**src/rtl/pixel_decoder.sv**
```systemverilog
// pixel_decoder: receive side of the single-wire pulse-width pixel protocol.
// Synchronizes the serial line, classifies each high pulse as a 0/1 bit by its
// width, assembles 24-bit colors MSB first, and detects the long-low frame
// reset. Events are offered to the consumer over a single-entry valid/ready
// output.
//
// Ports:
//   i_clk        system clock
//   i_reset      synchronous, active-high reset
//   i_data_in    serial pixel line (asynchronous to i_clk)
//   o_color      decoded color, bit 23 = first bit received
//   o_is_reset   qualifies o_valid: 1 = frame-reset event, 0 = pixel
//   o_valid      event available, held until accepted
//   i_ready      consumer accepts the event when o_valid && i_ready
//   o_overrun    sticky: an event was dropped because the output was full
//   o_frame_err  sticky: a frame reset arrived with a partial pixel
//   i_err_clear  clears o_overrun and o_frame_err
//
// Configuration:
//   PIXEL_DECODER_GLITCH_FILTER_EN  when defined, high pulses shorter than
//   MIN_HI synced cycles produce no bit (MIN_HI exists only in that build).
module pixel_decoder #(
   parameter int unsigned TCK_BITS  = 10,
   parameter int unsigned THRESH    = 14,
   parameter int unsigned RESET_TCK = 400
`ifdef PIXEL_DECODER_GLITCH_FILTER_EN
   ,
   parameter int unsigned MIN_HI    = 3
`endif
) (
   input  logic        i_clk,
   input  logic        i_reset,
   input  logic        i_data_in,
   output logic [23:0] o_color,
   output logic        o_is_reset,
   output logic        o_valid,
   input  logic        i_ready,
   output logic        o_overrun,
   output logic        o_frame_err,
   input  logic        i_err_clear
);

   localparam int unsigned COLOR_W   = 24;
   localparam int unsigned BIT_CNT_W = 5;
   localparam logic [TCK_BITS-1:0]  CNT_MAX  = '1;
   localparam logic [BIT_CNT_W-1:0] LAST_BIT = BIT_CNT_W'(COLOR_W - 1);

   typedef enum logic [1:0] {
      S_IDLE = 2'd0,
      S_HIGH = 2'd1,
      S_LOW  = 2'd2
   } state_t;

   // Synchronizer and FSM datapath registers
   logic                 r_sync1;
   logic                 r_din_s;
   state_t               r_state;
   logic [TCK_BITS-1:0]  r_hi_cnt;
   logic [TCK_BITS-1:0]  r_lo_cnt;
   logic [COLOR_W-2:0]   r_shreg;
   logic [BIT_CNT_W-1:0] r_bit_cnt;

   // Output registers
   logic [COLOR_W-1:0]   r_color;
   logic                 r_is_reset;
   logic                 r_valid;
   logic                 r_overrun;
   logic                 r_frame_err;

   // Next-state / event wires
   state_t               w_state_nxt;
   logic [TCK_BITS-1:0]  w_hi_nxt;
   logic [TCK_BITS-1:0]  w_lo_nxt;
   logic [COLOR_W-2:0]   w_shreg_nxt;
   logic [BIT_CNT_W-1:0] w_bit_cnt_nxt;
   logic                 w_bit;
   logic                 w_glitch;
   logic                 w_evt;
   logic                 w_evt_is_reset;
   logic [COLOR_W-1:0]   w_evt_color;
   logic                 w_frame_err_set;
   logic                 w_drop;

   assign w_bit       = (r_hi_cnt >= TCK_BITS'(THRESH));
   assign w_evt_color = {r_shreg, w_bit};

`ifdef PIXEL_DECODER_GLITCH_FILTER_EN
   assign w_glitch = (r_hi_cnt < TCK_BITS'(MIN_HI));
`else
   assign w_glitch = 1'b0;
`endif

   // Two-flop synchronizer for the asynchronous serial line
   always_ff @(posedge i_clk) begin
      if (i_reset) begin
         r_sync1 <= 1'b0;
         r_din_s <= 1'b0;
      end else begin
         r_sync1 <= i_data_in;
         r_din_s <= r_sync1;
      end
   end

   // FSM state and datapath registers
   always_ff @(posedge i_clk) begin
      if (i_reset) begin
         r_state   <= S_IDLE;
         r_hi_cnt  <= '0;
         r_lo_cnt  <= '0;
         r_shreg   <= '0;
         r_bit_cnt <= '0;
      end else begin
         r_state   <= w_state_nxt;
         r_hi_cnt  <= w_hi_nxt;
         r_lo_cnt  <= w_lo_nxt;
         r_shreg   <= w_shreg_nxt;
         r_bit_cnt <= w_bit_cnt_nxt;
      end
   end

   // Next-state logic: pulse measurement, bit decode, frame-reset detection
   always_comb begin
      w_state_nxt     = r_state;
      w_hi_nxt        = r_hi_cnt;
      w_lo_nxt        = r_lo_cnt;
      w_shreg_nxt     = r_shreg;
      w_bit_cnt_nxt   = r_bit_cnt;
      w_evt           = 1'b0;
      w_evt_is_reset  = 1'b0;
      w_frame_err_set = 1'b0;

      unique case (r_state)
         S_IDLE: begin
            if (r_din_s) begin
               w_state_nxt = S_HIGH;
               w_hi_nxt    = TCK_BITS'(1);
            end
         end

         S_HIGH: begin
            if (r_din_s) begin
               if (r_hi_cnt != CNT_MAX) w_hi_nxt = r_hi_cnt + TCK_BITS'(1);
            end else begin
               w_state_nxt = S_LOW;
               w_lo_nxt    = TCK_BITS'(1);
               if (!w_glitch) begin
                  if (r_bit_cnt == LAST_BIT) begin
                     w_evt         = 1'b1;
                     w_bit_cnt_nxt = '0;
                  end else begin
                     w_shreg_nxt   = {r_shreg[COLOR_W-3:0], w_bit};
                     w_bit_cnt_nxt = r_bit_cnt + BIT_CNT_W'(1);
                  end
               end
            end
         end

         S_LOW: begin
            if (r_din_s) begin
               w_state_nxt = S_HIGH;
               w_hi_nxt    = TCK_BITS'(1);
            end else if (r_lo_cnt == TCK_BITS'(RESET_TCK - 1)) begin
               // This cycle completes RESET_TCK consecutive low cycles
               w_evt           = 1'b1;
               w_evt_is_reset  = 1'b1;
               w_frame_err_set = (r_bit_cnt != '0);
               w_bit_cnt_nxt   = '0;
               w_state_nxt     = S_IDLE;
            end else if (r_lo_cnt != CNT_MAX) begin
               w_lo_nxt = r_lo_cnt + TCK_BITS'(1);
            end
         end

         default: begin
            w_state_nxt = S_IDLE;
         end
      endcase
   end

   // An event is dropped only when the held entry is not being accepted now
   assign w_drop = w_evt & r_valid & ~i_ready;

   // Single-entry output stage and sticky error flags
   always_ff @(posedge i_clk) begin
      if (i_reset) begin
         r_color     <= '0;
         r_is_reset  <= 1'b0;
         r_valid     <= 1'b0;
         r_overrun   <= 1'b0;
         r_frame_err <= 1'b0;
      end else begin
         if (w_evt && !w_drop) begin
            r_valid    <= 1'b1;
            r_is_reset <= w_evt_is_reset;
            // Color is don't-care for reset events; keep the last pixel
            if (!w_evt_is_reset) r_color <= w_evt_color;
         end else if (r_valid && i_ready) begin
            r_valid <= 1'b0;
         end

         // A new error wins over a simultaneous clear
         if (w_drop)                r_overrun <= 1'b1;
         else if (i_err_clear)      r_overrun <= 1'b0;

         if (w_frame_err_set)       r_frame_err <= 1'b1;
         else if (i_err_clear)      r_frame_err <= 1'b0;
      end
   end

   assign o_color     = r_color;
   assign o_is_reset  = r_is_reset;
   assign o_valid     = r_valid;
   assign o_overrun   = r_overrun;
   assign o_frame_err = r_frame_err;

endmodule

```
**config.mk**
```make
export PLATFORM = sky130hd
export DESIGN_NAME = pixel_decoder
export DESIGN_NICKNAME = d
export VERILOG_FILES = /design/src/rtl/pixel_decoder.sv
export SDC_FILE = /design/constraint.sdc
export NUM_CORES = 1
export LEC_CHECK = 0
export ABC_AREA = 1
export CORE_MARGIN = 5
export CORE_UTILIZATION = 50
export CTS_BUF_LIST = sky130_fd_sc_hd__clkbuf_8
export CTS_CLUSTER_SIZE = 16
export DETAILED_ROUTE_END_ITERATION = 7
export GPL_ROUTABILITY_DRIVEN = 0
export PLACE_DENSITY_LB_ADDON = 0.25
export SLEW_MARGIN = 20
export SYNTH_ARGS = -nofsm -noshare
export SYNTH_HDL_FRONTEND = slang
export SYNTH_SLANG_ARGS = --single-unit
```
**constraint.sdc**
```tcl
create_clock -name i_clk -period 1.85 [get_ports i_clk]
set_input_delay 0.37 -clock i_clk [delete_from_list [all_inputs] [get_ports i_clk]]
set_output_delay 0.37 -clock i_clk [all_outputs]
set_load 0.02 [all_outputs]
```
=== Word-level counts from Yosys, hierarchy flattened ===
Index checks and enable logic that the tools add are counted.

* $lt $le $gt $ge: 1
* Reduce and logical (&&, ||, !) cells: 17
* Mux-type cells: 33
* Divide/modulo/power cells: 0
* Equal/unequal tests: 16
* Add/subtract/negate cells: 3
* Shifts and indexed selects: 0
* Multipliers: 0
* Bitwise operators: 6

{| class="wikitable"
|+ Operators with widths
! operator !! number
|-
| $mux W10 || 7
|-
| $pmux W10 S2 || 2
|-
| $add A10 B1 Y10 const B || 2
|-
| $mux W5 || 4
|-
| $ne A10 B10 Y1 const B || 2
|-
| $ne A2 B2 Y1 const B || 8
|-
| $mux W1 || 13
|-
| $eq A10 B9 Y1 const B || 1
|-
| $ge A10 B4 Y1 const B || 1
|-
| $pmux W5 S2 || 1
|-
| $reduce_bool A2 Y1 || 5
|-
| $mux W2 || 4
|-
| $reduce_and A4 Y1 || 2
|-
| $pmux W2 S3 || 1
|-
| $reduce_and A3 Y1 || 2
|-
| $add A5 B1 Y5 const B || 1
|-
| $eq A5 B5 Y1 const B || 1
|-
| $reduce_and A5 Y1 || 1
|-
| $reduce_bool A5 Y1 || 1
|-
| $not A1 Y1 || 4
|-
| $ne A3 B3 Y1 const B || 1
|-
| $and A1 B1 Y1 || 2
|-
| $eq A2 B1 Y1 const B || 1
|-
| $eq A2 B2 Y1 const B || 1
|-
| other kinds (7) || 8
|}

* Word-level logic and storage cells: 88
* Bits in read-only memories: 0
* Output and inout port bits: 28
* RAM bits: 0
* Register bits after elaboration: 80
* Bits in latches: 0
* Memories: 0
* Input port bits: 5

=== Logic depth before layout (Yosys ltp) ===
* Word-level depth: 9
* Depth in mapped cells: 12
* Mapped depth without buffers: 11

=== Worst setup path before layout ===
No wires, ideal clock.

* Path type: register to register
* Start point: reg r_state[0]
* End point: reg r_lo_cnt[0]
* Path buffers: 1
* Setup slack: 0.209 ns
* Setup time: 0.116 ns
* Data required time: 1.734 ns
* Period minus slack after synthesis: 1.641 ns
* Arrival time: 1.525 ns
* Cell stages (with the launch flop): 12
* Cell sequence: dfxtp_1 inv_1 ha_1 inv_2 buf_2 nor2_1 nand3_1 nand2_1 inv_1 nand2_2 o21ai_0 nor2_1

* Word-level cells in the longest chain between the ends: 3
* Elaborated cells on any way between the ends: 9
* Those cells by class: 6 x eq/ne; 1 x mux; 2 x reduce/logical

{| class="wikitable"
|+ RTL lines
! what !! RTL line !! RTL
|-
| start: declaration || 57 || <nowiki>state_t r_state;</nowiki>
|-
| start signal: assignment || 113 || <nowiki>r_state <= w_state_nxt;</nowiki>
|-
| $eq A2 B2 Y1 or $eq A2 B1 Y1 (tied branches) || 132 || <nowiki>unique case (r_state)</nowiki>
|-
| $ne A2 B2 Y1 (no source line) or $reduce_bool A2 Y1 (tied branches) || -- ||
|-
| $reduce_and A5 Y1 (no source line) || -- ||
|-
| end signal: assignment || 115 || <nowiki>r_lo_cnt <= w_lo_nxt;</nowiki>
|-
| end: declaration || 59 || <nowiki>logic [TCK_BITS-1:0] r_lo_cnt;</nowiki>
|}

Parallel ways exist; a longest one is shown, timed or not.
A chain may end at the register's enable or synchronous reset.

=== Worst setup path after layout ===
* Start point: reg r_state[0]
* End point: reg r_color[3], in the netlist o_color[3]

* Word-level cells in the longest chain between the ends: 7
* Elaborated cells on any way between the ends: 10
* Those cells by class: 2 x eq/ne; 2 x mux; 3 x bitwise; 3 x reduce/logical

{| class="wikitable"
|+ RTL lines
! what !! RTL line !! RTL
|-
| $eq A2 B2 Y1 or $eq A2 B1 Y1 (tied branches) || 132 ||
|-
| $pmux W1 S2 || 132 ||
|-
| $and A1 B1 Y1 (2 in a row) || 181 || <nowiki>assign w_drop = w_evt & r_valid & ~i_ready;</nowiki>
|-
| $logic_not A1 Y1 || 192 || <nowiki>if (w_evt && !w_drop) begin</nowiki>
|-
| $logic_and A1 B1 Y1 || 192 ||
|-
| $reduce_and A2 Y1 (no source line) * || -- ||
|-
| end signal: assignment || 196 || <nowiki>if (!w_evt_is_reset) r_color <= w_evt_color;</nowiki>
|-
| end: declaration || 64 || <nowiki>logic [COLOR_W-1:0] r_color;</nowiki>
|}

Every way passes the cells marked *; elsewhere a longest branch is shown, timed or not.

==> impl_metrics.py <==
metrics = {
    "status": {
        "status": "completed",
    },
    "placement": {
        "dp_hpwl_um": 5512,
        "numPortBuffers": 32,
        "dp_slack_ns": 0.09702,
    },
    "route": {
        "avgViaCountPerCell": 4.936,
        "drtPass1Iterations": 5,
        "route.antenna.remaining_nets": 0,
        "routed_wirelength_um": 7974,
        "detail_route.drc_violations": 0,
        "average_detailed_routed_wire_length_per_instance_um": 11.26,
        "route.vias.total": 3495,
        "detail_route.iter0.violations": 150,
    },
    "cts": {
        "clk-insertion-delay-late_ns": 0.35,
        "root_buffer_cell": "clkbuf_8",
        "cts_made_buffers": 9,
        "post-cts-setup-buffers": 0,
        "cts_tree": "yes",
        "cts_buffer_depth": 2,
        "htree_levels": 3,
        "clk_transition_reported_paths_ns": 0.08,
        "cts_resized": 0,
        "cts.sinks": 80,
        "cts_hold_repair.buffers": 0,
    },
    "sta": {
        "whs_ns": 0.4120,
        "worst_pin_slew_ns": 0.3055,
        "clock.fmax_ghz": 0.5821,
        "finalCriticalPeriod_ns": 1.718,
        "timing.setup.tns_ns": 0,
        "grt_setup_unrepaired": "no",
        "clock-skew-final_ns": 0.01075,
        "setup_failing_eps_final": 0,
        "hold_violations": 0,
        "timing.max_slew.rel_slack": 0.7961,
        "timing.final.ws_setup_ns": 0.1322,
        "final.period_utilization": 0.9286,
        "final_max_slew_viol_count": 0,
    },
    "logic_synthesis": {
        "dominantRegCellSynth": "dfxtp_1",
        "ys_top_cells_by_area": "dfxtp_1 42%, nor2_1 12%, nand2_1 11%",
        "syn_nets": 579,
        "syn_area_per_cell_um2": 6.837,
        "ys.warnings.count": 0,
        "synth_edf_count": 0,
        "synth.most_common_cell": "nor2_1",
        "yosysSeqAreaShare": 0.4153,
        "yosys.area.top_type_share": 0.4153,
        "syn_area_um2": 3856,
        "commonest_cells_in_the_netlist": "125 x nor2_1, 114 x nand2_1, 80 x dfxtp_1",
        "synthDominantAreaCellType": "dfxtp_1",
        "synth-async-reset-ratio": 0,
        "synth_cells": 564,
        "ys_ff_latch": 80,
        "post_synth_num_cell_types": 30,
    },
    "worst_hold_path": {
        "holdCritStartpoint": "r_sync1",
        "worst_hold_path_type": "flip-flop to flip-flop",
        "timing.hold.worst_endpoint": "r_din_s",
        "holdPathStages": 2,
    },
    "job": {
        "cap_violations": 0,
    },
    "setup_path": {
        "start_kind": "flip-flop",
        "timing.critical_path.max_delay_family": "simple AND/OR/NAND/NOR gates",
        "reg2reg_to": "o_color[3]",
        "critPathRequiredTime_ns": 2.10,
        "timing.reg2reg.worst_path_depth": 10,
        "r2r_setup_slk_ns": 0.13,
        "worst-setup-path-type": "flip-flop to flip-flop",
        "end_kind": "flip-flop",
        "max_stage_delay_ns": 0.36,
        "path_max_fanout": 49,
        "worst_r2r_startpoint": "r_state[0]",
        "cell_with_the_biggest_individual_delay_on_the_critical_path": "dfxtp_2",
        "endpoint_arrival_time_on_the_critical_path_ns": 1.97,
        "cp_num_buf_inv": 3,
        "crit_path_cells": "inv_1, ha_1, inv_4, nor2_1, nand4_4, nand4_2, buf_12, nand2_1, nand2_1, nor2_1",
    },
    "power": {
        "design_power_total_mw": 4.361,
        "vdd.ir_drop.worst_mv": 0.7010,
        "p_leak_nw": 1.999,
        "power_per_cell_area_nw_per_um2": 960.9,
    },
    "floorplan": {
        "design.portCount": 33,
        "core_region_area_um2": 7607,
        "die-height_um": 97.82,
        "die_w_um": 97.82,
        "dieArea_um2": 9569,
        "start_util": 0.5069,
        "std_cell_rows": 32,
    },
    "final_layout": {
        "utilization_after_layout": 0.5965,
        "finish.net_count": 616,
        "share_of_layout_cells_above_drive_strength_1": 0.1056,
        "insertedDiodeCount": 0,
        "layout-area-overhead-vs-synth_pct": 17.68,
    },
    "global_route": {
        "antenna_violations_before_repair": 0,
        "grt.overflow.total": 0,
        "maximum_number_of_pins_on_one_net_before_global_route_repair": 51,
        "grt_util_all_layers": 0.1697,
        "wire_length_of_the_first_global_routing_pass_um": 13810,
        "first_global_vias": 3186,
    },
}
[state kept, by name, summed over array words and instances, names as in the netlist]
| name | flops |
|---|---|
| o_color | 24 |
| r_shreg | 23 |
| r_hi_cnt | 10 |
| r_lo_cnt | 10 |
| r_bit_cnt | 5 |
| r_state | 2 |
| o_frame_err | 1 |
| o_is_reset | 1 |
| o_overrun | 1 |
| o_valid | 1 |
| r_din_s | 1 |
| r_sync1 | 1 |
[cells in the final DEF (no fill, tap or decap), drive strengths merged, types with 3 or more instances in the layout]
master         count
clkbuf             9
ha                10
nand3             28
inv               69
buf               15
xor2               3
nor2             141
clkinv             3
o21ai             32
nor3               4
a21oi             28
clkdlybuf4s50     32
nand2            120
o21bai             4
dfxtp             80
nand4             18
[metal layers]
layer / up-vias / global-route usage / routed length (µm)
li1: 1839 / - / -
met2: 80 / 0.2885 / 3824
met3: 5 / 0.04429 / 398
met5: - / 0 / 0
met1: 1571 / 0.2079 / 3710
met4: 0 / 0.05857 / 40
[worst max path at each step]
stage | from | end | cells after the start
after global routing | r_state[0] | r_lo_cnt[6] | 11
after detailed placement | r_state[0] | r_lo_cnt[0] | 10
final | r_state[0] | o_color[3] | 10
after global placement | i_ready | o_color[14] | 8
after CTS | r_state[0] | r_lo_cnt[0] | 10
after floorplan | r_state[0] | r_lo_cnt[0] | 11
[worst reg2reg max path, cell delays in order (launching register included)]
cell and delay, ns:
dfxtp_2 0.36, inv_1 0.10, ha_1 0.22, inv_4 0.08, nor2_1 0.17, nand4_4 0.13
nand4_2 0.11, buf_12 0.24, nand2_1 0.11, nand2_1 0.07, nor2_1 0.04
[cell families after synthesis]
| logic type | synth area share |
|---|---|
| and+or+nand+nor | 0.3514 |
| buffers and inverters | 0.09507 |
| DFF | 0.4153 |
| AOI/OAI and AO/OA | 0.09442 |
| adders and majority gates | 0.03245 |
| xor gates and xnor gates | 0.01136 |
[through the flow]
step	instances	instance area [µm²]
after floorplan	564	3856
after global placement	692	4330
after detailed placement	692	4330
after CTS	708	4533
after global routing	708	4538
final	708	4538
[final cells by class]
| cell class | count | area, µm² |
|---|---|---|
| fillers | 717 | 3069 |
| multi-input cells | 395 | 1888 |
| flip-flops and latches | 80 | 1604 |
| repair buffers | 47 | 457.9 |
| inverters | 68 | 257.7 |
| well taps | 102 | 127.6 |
| clock buffers | 9 | 123.9 |
| clock inverters | 7 | 78.83 |
[power by group]
| group | internal (mW) | total, mW | switching [mW] |
|---|---|---|---|
| clock | 0.637 | 1.31 | 0.670 |
| combinational | 0.365 | 0.976 | 0.612 |
| sequential | 1.91 | 2.08 | 0.163 |
Note: power is estimated with default switching activity, not from simulation.
==> RTL change, RTL diff (same flow settings) <==
`TCK_BITS`: 10 -> 9.
--- a/src/rtl/pixel_decoder.sv
+++ b/src/rtl/pixel_decoder.sv
@@ -20,7 +20,7 @@
 //   PIXEL_DECODER_GLITCH_FILTER_EN  when defined, high pulses shorter than
 //   MIN_HI synced cycles produce no bit (MIN_HI exists only in that build).
 module pixel_decoder #(
-   parameter int unsigned TCK_BITS  = 10,
+   parameter int unsigned TCK_BITS  = 9,
    parameter int unsigned THRESH    = 14,
    parameter int unsigned RESET_TCK = 400
 `ifdef PIXEL_DECODER_GLITCH_FILTER_EN
Formal check against the unedited RTL: same outputs for any inputs over 10 cycles, from zero or initial values and one cycle with i_reset high; that may be too few to reach the edited logic, so the function may still have changed.
==> RTL change against the original RTL <==
  * Wire length shrank 2.0%
  * Worst setup slack lost 0.046 ns
  * Critical path depth grew 4
  * Design area grew 0.52%
  * Power grew 1.8%
  * Global-route usage grew 0.55 points
  * Clock skew is essentially flat
  * Via count shrank 6.6%
  * Synthesized cell count shrank 8.5%
  * Sequential cell count shrank 2
  * Sequential power shrank 2%
  * Synthesized area shrank 7.3%
  * Largest power group unchanged
  * Highest routed layer unchanged
==> RTL change: results (changes against the original RTL) <==
| Metric | Value |
|---|---|
| Clock transition at the registers of the reported paths | 0.08 ns (about the same) |
| Count of unique library cells instantiated by Yosys | 29 (-3.3%) |
| Ys async rst share | 0% (unchanged) |
| Worst clock skew on the final layout | 0.0104 ns (-0.000358 ns) |
| Pin count of the biggest net entering global routing | 36 (-29%) |
| XOR/XNOR Fraction of Synth Area | 0.980% (-0.16 points) |
| Amount of wire on met3 after detailed routing | 259 µm (-35%) |
| Routed length on met1 | 3670 µm (-1.2%) |
| Class of the tightest hold or removal check | register to register |
| Maximum fanout along the worst path | 6 (-88%) |
| Number of inserted filler cells in the final layout | 570 (-21%) |
| Inst Count DP | 647 (-6.5%) |
| Commonest cells in the netlist | nor2_1, nand2_1, dfxtp_1 |
| Via count of the first global-routing pass | 2889 (-9.3%) |
| Detail-routed net length per standard cell | 11.6 µm (+2.7%) |
| Final standard cell count with taps included and fillers excluded | 676 (-4.5%) |
| Hold path depth | 2 (unchanged) |
| Most area-consuming cells after synthesis | dfxtp_1, nor2_1, nand2_1 |
| Final nets | 592 (-3.9%) |
| Post-placement worst setup slack | -0.0502 ns (-0.147 ns) |
| Worst rel slew slack | 78.4% (-1.2 points) |
| Root buffer cell | clkbuf_8 |
| Number of buffers created by CTS | 9 (unchanged) |
| Syn nets | 533 (-7.9%) |
| Area fraction in compound gates after synthesis | 8.19% (-1.2 points) |
| First-pass GRT wire length | 12500 µm (-9.4%) |
| Max-capacitance violation count | 0 (unchanged) |
| Starting DRC count in detailed routing | 169 (+13%) |
| Total of buffers placed on input and output ports | 32 (unchanged) |
| Count of hold-fix buffers inserted at cts | 0 (unchanged) |
| Length in cells of the worst reg-to-reg path | 14 (+4) |
| Buffer depth of the longest clock path | 2 (unchanged) |
| Amount of wire on met2 after detailed routing | 3790 µm (-0.92%) |
| Antenna violations before repair | 0 (unchanged) |
| Synth Area in Adders | 4.20% (+0.96 points) |
| Count of H-tree levels built during CTS | 3 (unchanged) |
| Fraction of final layout cells with drive strength greater than 1 | 15.3% (+4.8 points) |
| Fraction of synthesized area in multiplexers | 0% (unchanged) |
| Yosys warns | 0 (unchanged) |
| Synthesized netlist cell count | 516 (-8.5%) |
| Leakage power figure | 0.00205 µW (+2.4%) |
| Result of the run | finished, final reports clean |
| Number of detailed-route iterations in the first pass | 4 (-1) |
| GRT Total Usage | 17.5% (+0.55 points) |
| Highest routing layer actually used | met4 |
| Data arrival time of the worst path | 2.01 ns (+0.04 ns) |
| Flip-flop count of the largest register after layout | 24 (unchanged) |
| Vias/cell | 4.83 (-2.2%) |
| Antenna Diode Count | 0 (unchanged) |
| Worst IR drop on VDD | 0.000505 V (-28%) |
| Clock latency at the later pin of the worst-skew pair | 0.35 ns (about the same) |
| Sum of net half-perimeters after detailed placement | 4990 µm (-9.4%) |
| Proportion of synthesized chip area in sequential cells | 43.7% (+2.2 points) |
RTL change: where the power goes:
| part | switching [µW] | total (µW) | internal [µW] |
|---|---|---|---|
| logic | 649 | 1080 | 433 |
| registers | 161 | 2040 | 1880 |
| clock network | 648 | 1310 | 666 |
RTL change: layer usage:
| metal | track usage [%] | vias up |
|---|---|---|
| met4 | 9.13 | 0 |
| li1 | - | 1711 |
| met5 | 0 | - |
| met2 | 29.6 | 64 |
| met3 | 2.79 | 9 |
| met1 | 21.5 | 1481 |
RTL change: worst paths after layout:
| check | startpoint | slack, ns | end |
|---|---|---|---|
| setup / recovery | r_lo_cnt[1]$_SDFFE_PP0P_ | 0.09 | r_lo_cnt[5]$_SDFFE_PP0P_ |
| hold / removal | r_sync1$_SDFF_PP0_ | 0.41 | r_din_s$_SDFF_PP0_ |
| setup reg to reg | r_lo_cnt[1]$_SDFFE_PP0P_ | 0.09 | r_lo_cnt[5]$_SDFFE_PP0P_ |
| hold reg to reg | r_sync1$_SDFF_PP0_ | 0.41 | r_din_s$_SDFF_PP0_ |
RTL change: repair_timing:
action / in CTS / in global routing
gates cloned: 0 / 5
endpoints found under the setup margin: 7 / 46
gates resized for setup: 0 / 29
buffers inserted: 3 / 5
hold endpoints to repair: 0 / 0
pin swaps: 1 / 6
RTL change: through the flow:
stage / instance area [µm²] / hold slack (ns) / total power, µW
after floorplan: 3570 / 0.388 / 2720
after global placement: 4110 / 0.392 / 2990
after detailed placement: 4110 / 0.399 / 3030
after CTS: 4340 / 0.410 / 4390
after global routing: 4560 / 0.449 / 4720
final: 4560 / 0.405 / 4440
RTL change: final cells by class:
type / count / share of cell area (%)
clock buffer: 10 / 3.02
inverter: 68 / 5.70
timing repair inverter: 1 / 0.110
tap: 96 / 2.63
sequential: 78 / 34.4
timing repair buffer: 64 / 14.8
clock inverter: 6 / 1.56
multi-input combinational: 353 / 37.8
RTL change: cell families after synthesis:
family,after synthesis
AOI/OAI and AO/OA,56
xor gates and xnor gates,4
adders and majority gates,12
buffers and inverters,85
DFF,78
and+or+nand+nor,281
RTL change: worst max-delay path: stages, from the launching register on:
cell and delay (ns):
dfxtp_4 0.37, ha_4 0.14, nand2_2 0.06, inv_2 0.05
nand3_2 0.10, nor3_2 0.19, ha_2 0.19, nand2_1 0.05
inv_1 0.06, nor2_2 0.05, nand2_4 0.12, buf_6 0.11
nor2_1 0.04, nor2_1 0.08, nor2_1 0.04
